[src/rtl/alu_arbiter_if.sv]
// rtl/alu_arbiter_if.sv - request/response channel bundle between ALU clients and alu_arbiter
interface alu_arbiter_if #(
  parameter int NUM_REQ = 4
);
  logic [NUM_REQ-1:0]    req_valid;
  logic [NUM_REQ-1:0]    req_ready;
  logic [32*NUM_REQ-1:0] req_src_1;
  logic [32*NUM_REQ-1:0] req_src_2;
  logic [NUM_REQ-1:0]    rsp_valid;
  logic [NUM_REQ-1:0]    rsp_ready;
  logic [32:0]           rsp_result;

  modport master (
    output req_valid, req_src_1, req_src_2, rsp_ready,
    input  req_ready, rsp_valid, rsp_result
  );

  modport slave (
    input  req_valid, req_src_1, req_src_2, rsp_ready,
    output req_ready, rsp_valid, rsp_result
  );
endinterface

[src/rtl/alu_arbiter.sv]
// rtl/alu_arbiter.sv - round-robin sharing of one ALU among NUM_REQ requesters
// Optional completed-operation counter enabled by macro ALU_ARBITER_OP_COUNT_EN.
module alu_arbiter #(
  parameter int NUM_REQ     = 4,
  parameter int ALU_LATENCY = 1
) (
  input  logic        clk,
  input  logic        rst,
  alu_arbiter_if.slave bus,
  output logic [31:0] alu_src_1,
  output logic [31:0] alu_src_2,
  input  logic [32:0] alu_result,
  output logic        busy,
  output logic [15:0] op_count
);
  localparam int GW = (NUM_REQ < 2) ? 1 : $clog2(NUM_REQ);
  localparam int CW = (ALU_LATENCY < 2) ? 1 : $clog2(ALU_LATENCY + 1);

  typedef enum logic [1:0] {IDLE, EXEC, RESP} state_t;

  state_t              state, state_next;
  logic [GW-1:0]       last_grant;
  logic [GW-1:0]       grant;
  logic [CW-1:0]       cnt;
  logic [31:0]         op_1, op_2;
  logic [32:0]         result_q;
  logic [GW-1:0]       win_idx;
  logic [GW-1:0]       scan_idx;
  logic                win_found;
  logic [NUM_REQ-1:0]  ready_vec;
  logic [NUM_REQ-1:0]  valid_vec;
  logic                accept;
  logic                rsp_fire;

  // Scan upward from the requester after the last one served, wrapping around.
  always_comb begin
    win_found = 1'b0;
    win_idx   = '0;
    scan_idx  = '0;
    for (int k = 1; k <= NUM_REQ; k++) begin
      scan_idx = GW'((int'(last_grant) + k) % NUM_REQ);
      if (!win_found && bus.req_valid[scan_idx]) begin
        win_found = 1'b1;
        win_idx   = scan_idx;
      end
    end
  end

  always_comb begin
    state_next = state;
    ready_vec  = '0;
    valid_vec  = '0;
    accept     = 1'b0;
    rsp_fire   = 1'b0;
    case (state)
      IDLE: begin
        if (win_found) begin
          ready_vec[win_idx] = 1'b1;
          accept             = 1'b1;
          state_next         = EXEC;
        end
      end
      EXEC: begin
        if (cnt == CW'(1)) state_next = RESP;
      end
      RESP: begin
        valid_vec[grant] = 1'b1;
        if (bus.rsp_ready[grant]) begin
          rsp_fire   = 1'b1;
          state_next = IDLE;
        end
      end
      default: state_next = IDLE;
    endcase
  end

  always_ff @(posedge clk or posedge rst) begin
    if (rst) begin
      state      <= IDLE;
      last_grant <= GW'(NUM_REQ - 1);
      grant      <= '0;
      cnt        <= '0;
      op_1       <= '0;
      op_2       <= '0;
      result_q   <= '0;
    end else begin
      state <= state_next;
      if (accept) begin
        op_1  <= bus.req_src_1[32*win_idx +: 32];
        op_2  <= bus.req_src_2[32*win_idx +: 32];
        grant <= win_idx;
        cnt   <= CW'(ALU_LATENCY);
      end
      if (state == EXEC) begin
        cnt <= cnt - CW'(1);
        if (cnt == CW'(1)) result_q <= alu_result;
      end
      if (rsp_fire) last_grant <= grant;
    end
  end

`ifdef ALU_ARBITER_OP_COUNT_EN
  logic [15:0] op_count_q;

  always_ff @(posedge clk or posedge rst) begin
    if (rst) begin
      op_count_q <= '0;
    end else if (rsp_fire && op_count_q != 16'hFFFF) begin
      op_count_q <= op_count_q + 16'd1;
    end
  end

  assign op_count = op_count_q;
`else
  assign op_count = 16'h0000;
`endif

  assign bus.req_ready  = ready_vec;
  assign bus.rsp_valid  = valid_vec;
  assign bus.rsp_result = result_q;
  assign alu_src_1      = op_1;
  assign alu_src_2      = op_2;
  assign busy           = (state != IDLE);
endmodule

[src/flat_wrapper.sv]
// flat-port wrapper written by rule: the top's interface ports become plain ports
module alu_arbiter_flat 
#(
  parameter int NUM_REQ     = 4,
  parameter int ALU_LATENCY = 1
)
  (clk, rst, alu_src_1, alu_src_2, alu_result, busy, op_count, bus_req_valid, bus_req_src_1, bus_req_src_2, bus_rsp_ready, bus_req_ready, bus_rsp_valid, bus_rsp_result);
  alu_arbiter_if #(.NUM_REQ(NUM_REQ)) bus_i ();
  input  logic clk;
  input  logic rst;
  output logic [31:0] alu_src_1;
  output logic [31:0] alu_src_2;
  input  logic [32:0] alu_result;
  output logic busy;
  output logic [15:0] op_count;
  input wire logic [$bits(bus_i.req_valid)-1:0] bus_req_valid;
  input wire logic [$bits(bus_i.req_src_1)-1:0] bus_req_src_1;
  input wire logic [$bits(bus_i.req_src_2)-1:0] bus_req_src_2;
  input wire logic [$bits(bus_i.rsp_ready)-1:0] bus_rsp_ready;
  output wire logic [$bits(bus_i.req_ready)-1:0] bus_req_ready;
  output wire logic [$bits(bus_i.rsp_valid)-1:0] bus_rsp_valid;
  output wire logic [$bits(bus_i.rsp_result)-1:0] bus_rsp_result;
  assign bus_i.req_valid = bus_req_valid;
  assign bus_i.req_src_1 = bus_req_src_1;
  assign bus_i.req_src_2 = bus_req_src_2;
  assign bus_i.rsp_ready = bus_rsp_ready;
  assign bus_req_ready = bus_i.req_ready;
  assign bus_rsp_valid = bus_i.rsp_valid;
  assign bus_rsp_result = bus_i.rsp_result;
  alu_arbiter #(.NUM_REQ(NUM_REQ), .ALU_LATENCY(ALU_LATENCY)) u_core (.clk(clk), .rst(rst), .bus(bus_i), .alu_src_1(alu_src_1), .alu_src_2(alu_src_2), .alu_result(alu_result), .busy(busy), .op_count(op_count));
endmodule
[config.mk]
export PLATFORM = sky130hd
export DESIGN_NAME = alu_arbiter_flat
export DESIGN_NICKNAME = d
export VERILOG_FILES = /design/src/rtl/alu_arbiter_if.sv /design/src/rtl/alu_arbiter.sv /design/src/flat_wrapper.sv
export SDC_FILE = /design/constraint.sdc
export NUM_CORES = 1
export LEC_CHECK = 0
export CAP_MARGIN = 20
export CORE_AREA = 4 4 161 163
export DETAILED_ROUTE_END_ITERATION = 6
export DIE_AREA = 0 0 165 167
export GPL_TIMING_DRIVEN = 1
export HOLD_SLACK_MARGIN = 0.03
export PLACE_DENSITY = 0.72
export SYNTH_ARGS = -nofsm -noshare
export SYNTH_HDL_FRONTEND = slang
export SYNTH_SLANG_ARGS = --single-unit
[constraint.sdc]
create_clock -name clk -period 6.1 [get_ports clk]
set_input_delay 1.22 -clock clk [delete_from_list [all_inputs] [get_ports clk]]
set_output_delay 1.22 -clock clk [all_outputs]
set_load 0.02 [all_outputs]
* After elaboration in Yosys (flattened, before gate mapping)
Index checks and enable logic that the tools add are counted.
Word-level totals: logic and storage cells 75, output and inout bits 122, input bits 299, register bits after elaboration 104
Cells by class: multiplexer cells 35, magnitude comparators 8, shift operators 2, equal/unequal tests 5, add/sub/neg operators 5, reduce and logical (&&, ||, !) cells 13
Operators with widths (count):
- 128-bit by 8-bit variable part select with 32-bit output | 2
- 2-bit by 3-bit less-than comparator with 1-bit output, second input constant | 6
- 1-bit two-way mux | 17
- 2-bit two-way mux | 7
- 4-bit two-way mux | 3
- 1-bit binary-select mux with 2-bit select | 5
- 2-bit by 1-bit inequality test with 1-bit output, second input constant | 3
- 2-bit case mux with 3 select lines | 1
- 1-bit logical AND | 5
- 2-bit by 1-bit adder with 2-bit output, second input constant | 2
- 2-bit adder, second input constant | 2
- 1-bit demux with 2-bit select | 2
- 2-bit by 1-bit greater-or-equal comparator with 1-bit output, second input constant | 2
- 2-bit nonzero test | 2
- 1-bit logical NOT | 3
- 3-bit AND reduction | 1
- 2-bit by 1-bit == test with 1-bit output, second input constant | 1
- 2-bit == test, second input constant | 1
- 2-bit logical NOT | 1
- 2-bit AND reduction | 1
- 1-bit subtractor, second input constant | 1

* Longest topological paths before layout
word-level depth 19, depth in mapped cells 8, depth with buffers taken out 5

* Worst setup path before layout
OpenSTA, ideal clock, no wires.
kind in2out, start input bus_req_valid[1], end output bus_req_ready[3], slack 2.262 ns, data required time 4.880 ns, path buffers 2, cell stages on the path 6, data arrival time 2.618 ns, cell sequence buf_2 > or2_1 > a22o_1 > a221o_1 > buf_6 > nor3_2
On the way: longest elaborated chain between the ends 18, elaborated cells between the ends (all ways) 29, classes of those cells order compare: 2; mux: 20; reduce/logical: 7
Ends and longest elaborated chain:
- start, declared | line flat_wrapper.sv:16 | input wire logic [$bits(bus_i.req_valid)-1:0] bus_req_valid;
- 1-bit binary-select mux with 2-bit select | line alu_arbiter.sv:42 | if (!win_found && bus.req_valid[scan_idx]) begin
- 1-bit two-way mux (implied by the code) | line alu_arbiter.sv:42
- 1-bit two-way mux | line alu_arbiter.sv:42
- 1-bit logical NOT | line alu_arbiter.sv:42
- 1-bit logical AND | line alu_arbiter.sv:42
- 1-bit two-way mux | line alu_arbiter.sv:42
- 1-bit logical NOT | line alu_arbiter.sv:42
- 1-bit logical AND | line alu_arbiter.sv:42
- (+2 left out)
- 1-bit logical AND | line alu_arbiter.sv:42
- 2-bit two-way mux | line alu_arbiter.sv:42
- 2-bit by 3-bit less-than comparator with 1-bit output (implied by the code) / 2-bit by 1-bit greater-or-equal comparator with 1-bit output (equally long branches) | line alu_arbiter.sv:58 | ready_vec[win_idx] = 1'b1;
- 1-bit logical AND (implied by the code) | line alu_arbiter.sv:58
- 1-bit two-way mux (implied by the code) | line alu_arbiter.sv:58
- 1-bit demux with 2-bit select
- 4-bit two-way mux * | line alu_arbiter.sv:57 | if (win_found) begin
- 4-bit two-way mux * | line alu_arbiter.sv:55 | case (state)
- end, declared | line flat_wrapper.sv:20 | output wire logic [$bits(bus_i.req_ready)-1:0] bus_req_ready;
Mark *: on every way between the ends. The rest lies on a longest branch, timed or not. The select of a mux whose other input is x is not followed.

* Final worst setup path
start input bus_req_valid[0], end output bus_req_ready[3]
Same word-level chain as after synthesis.

==> results.cfg <==
[critical_path]
critPathTopFamily = buffers and inverters
cp.depth = 6
crit_path_end_kind = output port
critPathMaxStageDelay_ns = 0.66
path_buf_inv = 2
cp_common_cell = clkdlybuf4s50_1
cp.arrival_ns = 3.54
crit_slowest_cell = clkdlybuf4s50_1
critical_path.max_fanout = 10
crit_type = in2out
critical_path_required_ns = 4.88
crit_chain = clkdlybuf4s50_1 > or2_1 > a22o_1 > a221o_1 > nor3_2 > clkdlybuf4s50_1
r2r_cells = 7
startpoint_type = input port

[power_and_ir_drop]
clockPowerShare_pct = 13.0
irDropWorstVdd_mv = 0.259
comb_power_share_pct = 60.9
p_seq_share_pct = 26.0
switching_share_pct = 44.7
power_leakage_nw = 4.57
p_int_mw = 2.78
powerDensity_mw_per_mm2 = 461
switchingPower_mw = 2.25

[drt]
vias = 6745
wl_um = 27300
ant_nets = 0
wire_per_inst_um = 20.0
viasPerCell = 4.93
first_pass_iters = 5
top_layer = met4
m1WireLength_um = 11000
wl_met3_um = 2470
drc = 0
dr_wl_met2_um = 13200
drt_iter0_drc = 357

[logic_synthesis]
ys_dominant_reg_cell = dfrtp_1
synth_top_family_by_area = compound AO/OA/AOI/OAI gates
synth-compound-area-share_pct = 25.8
synth_area_sq_mm = 0.00635
yosys-top-cells-count = dfrtp_1 (102), nor2_1 (96), o21ai_0 (86), mux2i_1 (65), o22ai_1 (59)
ys_ff_latch = 104
synth_area_leaders = dfrtp_1 (40%), mux2i_1 (10%), o21ai_0 (6.8%)
yosysMostFrequentCell = dfrtp_1
async_flop_share_pct = 100
yosysTopAreaCell = dfrtp_1
synth_cells = 671
synthDistinctLibCells = 42
yosysWarnings = 0
ys_seq_area_share_pct = 41.0
synth_edf_count = 0
synth_fa_ha_area_share_pct = 0
synthMuxAreaShare_pct = 16.8
syn_avg_cell_area_sq_um = 9.47
netlist.area_leader.share_pct = 40.2
yosys.area_share.simple_pct = 7.86
synthXorXnorAreaFrac_pct = 0

[cts]
cts_sinks = 104
cts_setup_buffers = 0
cts_root_buf = clkbuf_16
cts_tree = done
insertion_delay_ns = 0.36
clk_pin_slew_ns = 0.09
cts_resized = 0
cts_hold_buf = 0
htreeDepth = 3
clockBufferDepth = 2
numCtsBuffers = 9

[floorplan]
die_w_um = 165
num_rows = 57
io_pins = 421
dieHeight_um = 167
start_util_pct = 26.1
die-area_sq_mm = 0.0276
core_sq_mm = 0.0243

[sta]
max_clock_freq_mhz = 210
fin_skew_ns = 0.0119
slew_headroom_pct = 38.3
worst_slew_pin_slew_ns = 0.923
final_hold_viol_count = 0
setup_tns_ns = 0
fin_crit_ns = 4.76
finalCritPeriodShare_pct = 78.0
setup_viol = 0
rsz0062_at_grt = no
finalMaxSlewViolations = 0

[place]
gp_congestion = 0.803
hpwl_um = 19800
dpl_cell_area_sq_mm = 0.0106
port_buffers = 404

[finish]
synthToLayoutAreaGrowth_pct = 71.6
drive_above_1_share_pct = 8.15
final_nets = 1337
antennaDiodeCount = 0
final_area_sq_mm = 0.0109

[worst_hold_path]
worstHoldPathType = reg2reg
hold_depth = 1

[grt]
grt_max_degree = 85
grt.total_usage_pct = 18.7
antenna_found_initial = 0
first_global_vias = 6986
grt_overflow_total = 0
grt_pass1_wl_um = 40000

[job]
max_cap_violations = 0

[outcome]
status = complete, no violations
-- per-layer routing --
metal | up-vias | track usage [%]
li1 | 3183 | -
met1 | 3212 | 22.7
met2 | 317 | 31.8
met3 | 33 | 5.76
met4 | 0 | 5.68
met5 | - | 0
-- layout by cell type (no fill, tap or decap), types with 2 or more instances in the layout --
cell type and count:
clkdlybuf4s50_1 403, dfrtp_1 102, nor2_1 95, o21ai_0 86, mux2i_1 65, o22ai_1 59
a221oi_1 39, mux2_2 35, inv_1 29, o211a_1 25, conb_1 16, buf_4 12
clkbuf_16 9, nand2_1 7, o21ai_1 7, o22ai_2 7, a21oi_1 4, or2_1 3
and3_1 3, inv_12 3, nor2_4 2, o211ai_1 2, nor3_1 2, nand2b_1 2
a21oi_4 2, clkinv_8 2, dfstp_2 2
-- sequential cells by signal, summed over array words and instances (netlist names) --
register and count:
u_core.state 2, u_core.alu_src_2 32, u_core.cnt 1, u_core.grant 2, u_core.bus.rsp_result 33, u_core.last_grant 2
u_core.alu_src_1 32
-- metrics by stage --
| step | total power [mW] | instances | setup slack, ns | hold slack, ns | utilization [%] |
|---|---|---|---|---|---|
| 5_1_grt | 5.37 | 1367 | 1.19 | 0.530 | 44.9 |
| 3_5_place_dp | 4.39 | 1351 | 1.32 | 0.496 | 43.5 |
| 6_report | 5.02 | 1367 | 1.34 | 0.501 | 44.9 |
| 4_1_cts | 5.08 | 1367 | 1.31 | 0.502 | 44.9 |
| 3_3_place_gp | 4.34 | 1351 | 1.33 | 0.470 | 43.5 |
| 2_1_floorplan | 3.11 | 686 | 2.15 | 0.454 | - |
-- power groups by stage --
stage               clock network (mW)  logic (mW)  registers, mW
floorplan                            0        1.46           1.65
global placement                     0        3.04           1.30
detailed placement                   0        3.08           1.32
CTS                              0.684        3.09           1.31
global route                     0.705        3.30           1.36
finish                           0.655        3.06           1.31
-- final cells by class --
type | instances | area (sq um)
fill | 2329 | 13400
inverter | 30 | 115
clock buffer | 9 | 225
tap | 324 | 405
multi-input combinational | 477 | 3330
timing repair buffer | 416 | 4130
sequential | 104 | 2610
clock inverter | 7 | 101
-- logic make-up after synthesis --
| kind of cell | after synthesis |
|---|---|
| buffers and inverters | 105 |
| DFF | 104 |
| muxes | 101 |
| and+or+nand+nor | 121 |
| other | 1 |
| AOI/OAI and AO/OA | 239 |
-- worst paths after layout --
path | start | endpoint | slack, ns
max | bus_req_valid[0] | bus_req_ready[3] | 1.34
min | u_core.cnt | u_core.state[0] | 0.50
max reg2reg | u_core.state[0] | u_core.alu_src_2[24] | 3.27
min reg2reg | u_core.cnt | u_core.state[0] | 0.50
max in group asynchronous | rst | u_core.alu_src_2[1] | 3.60
min in group asynchronous | rst | u_core.bus.rsp_result[17] | 1.34
Power figures use the tool's default switching activity.
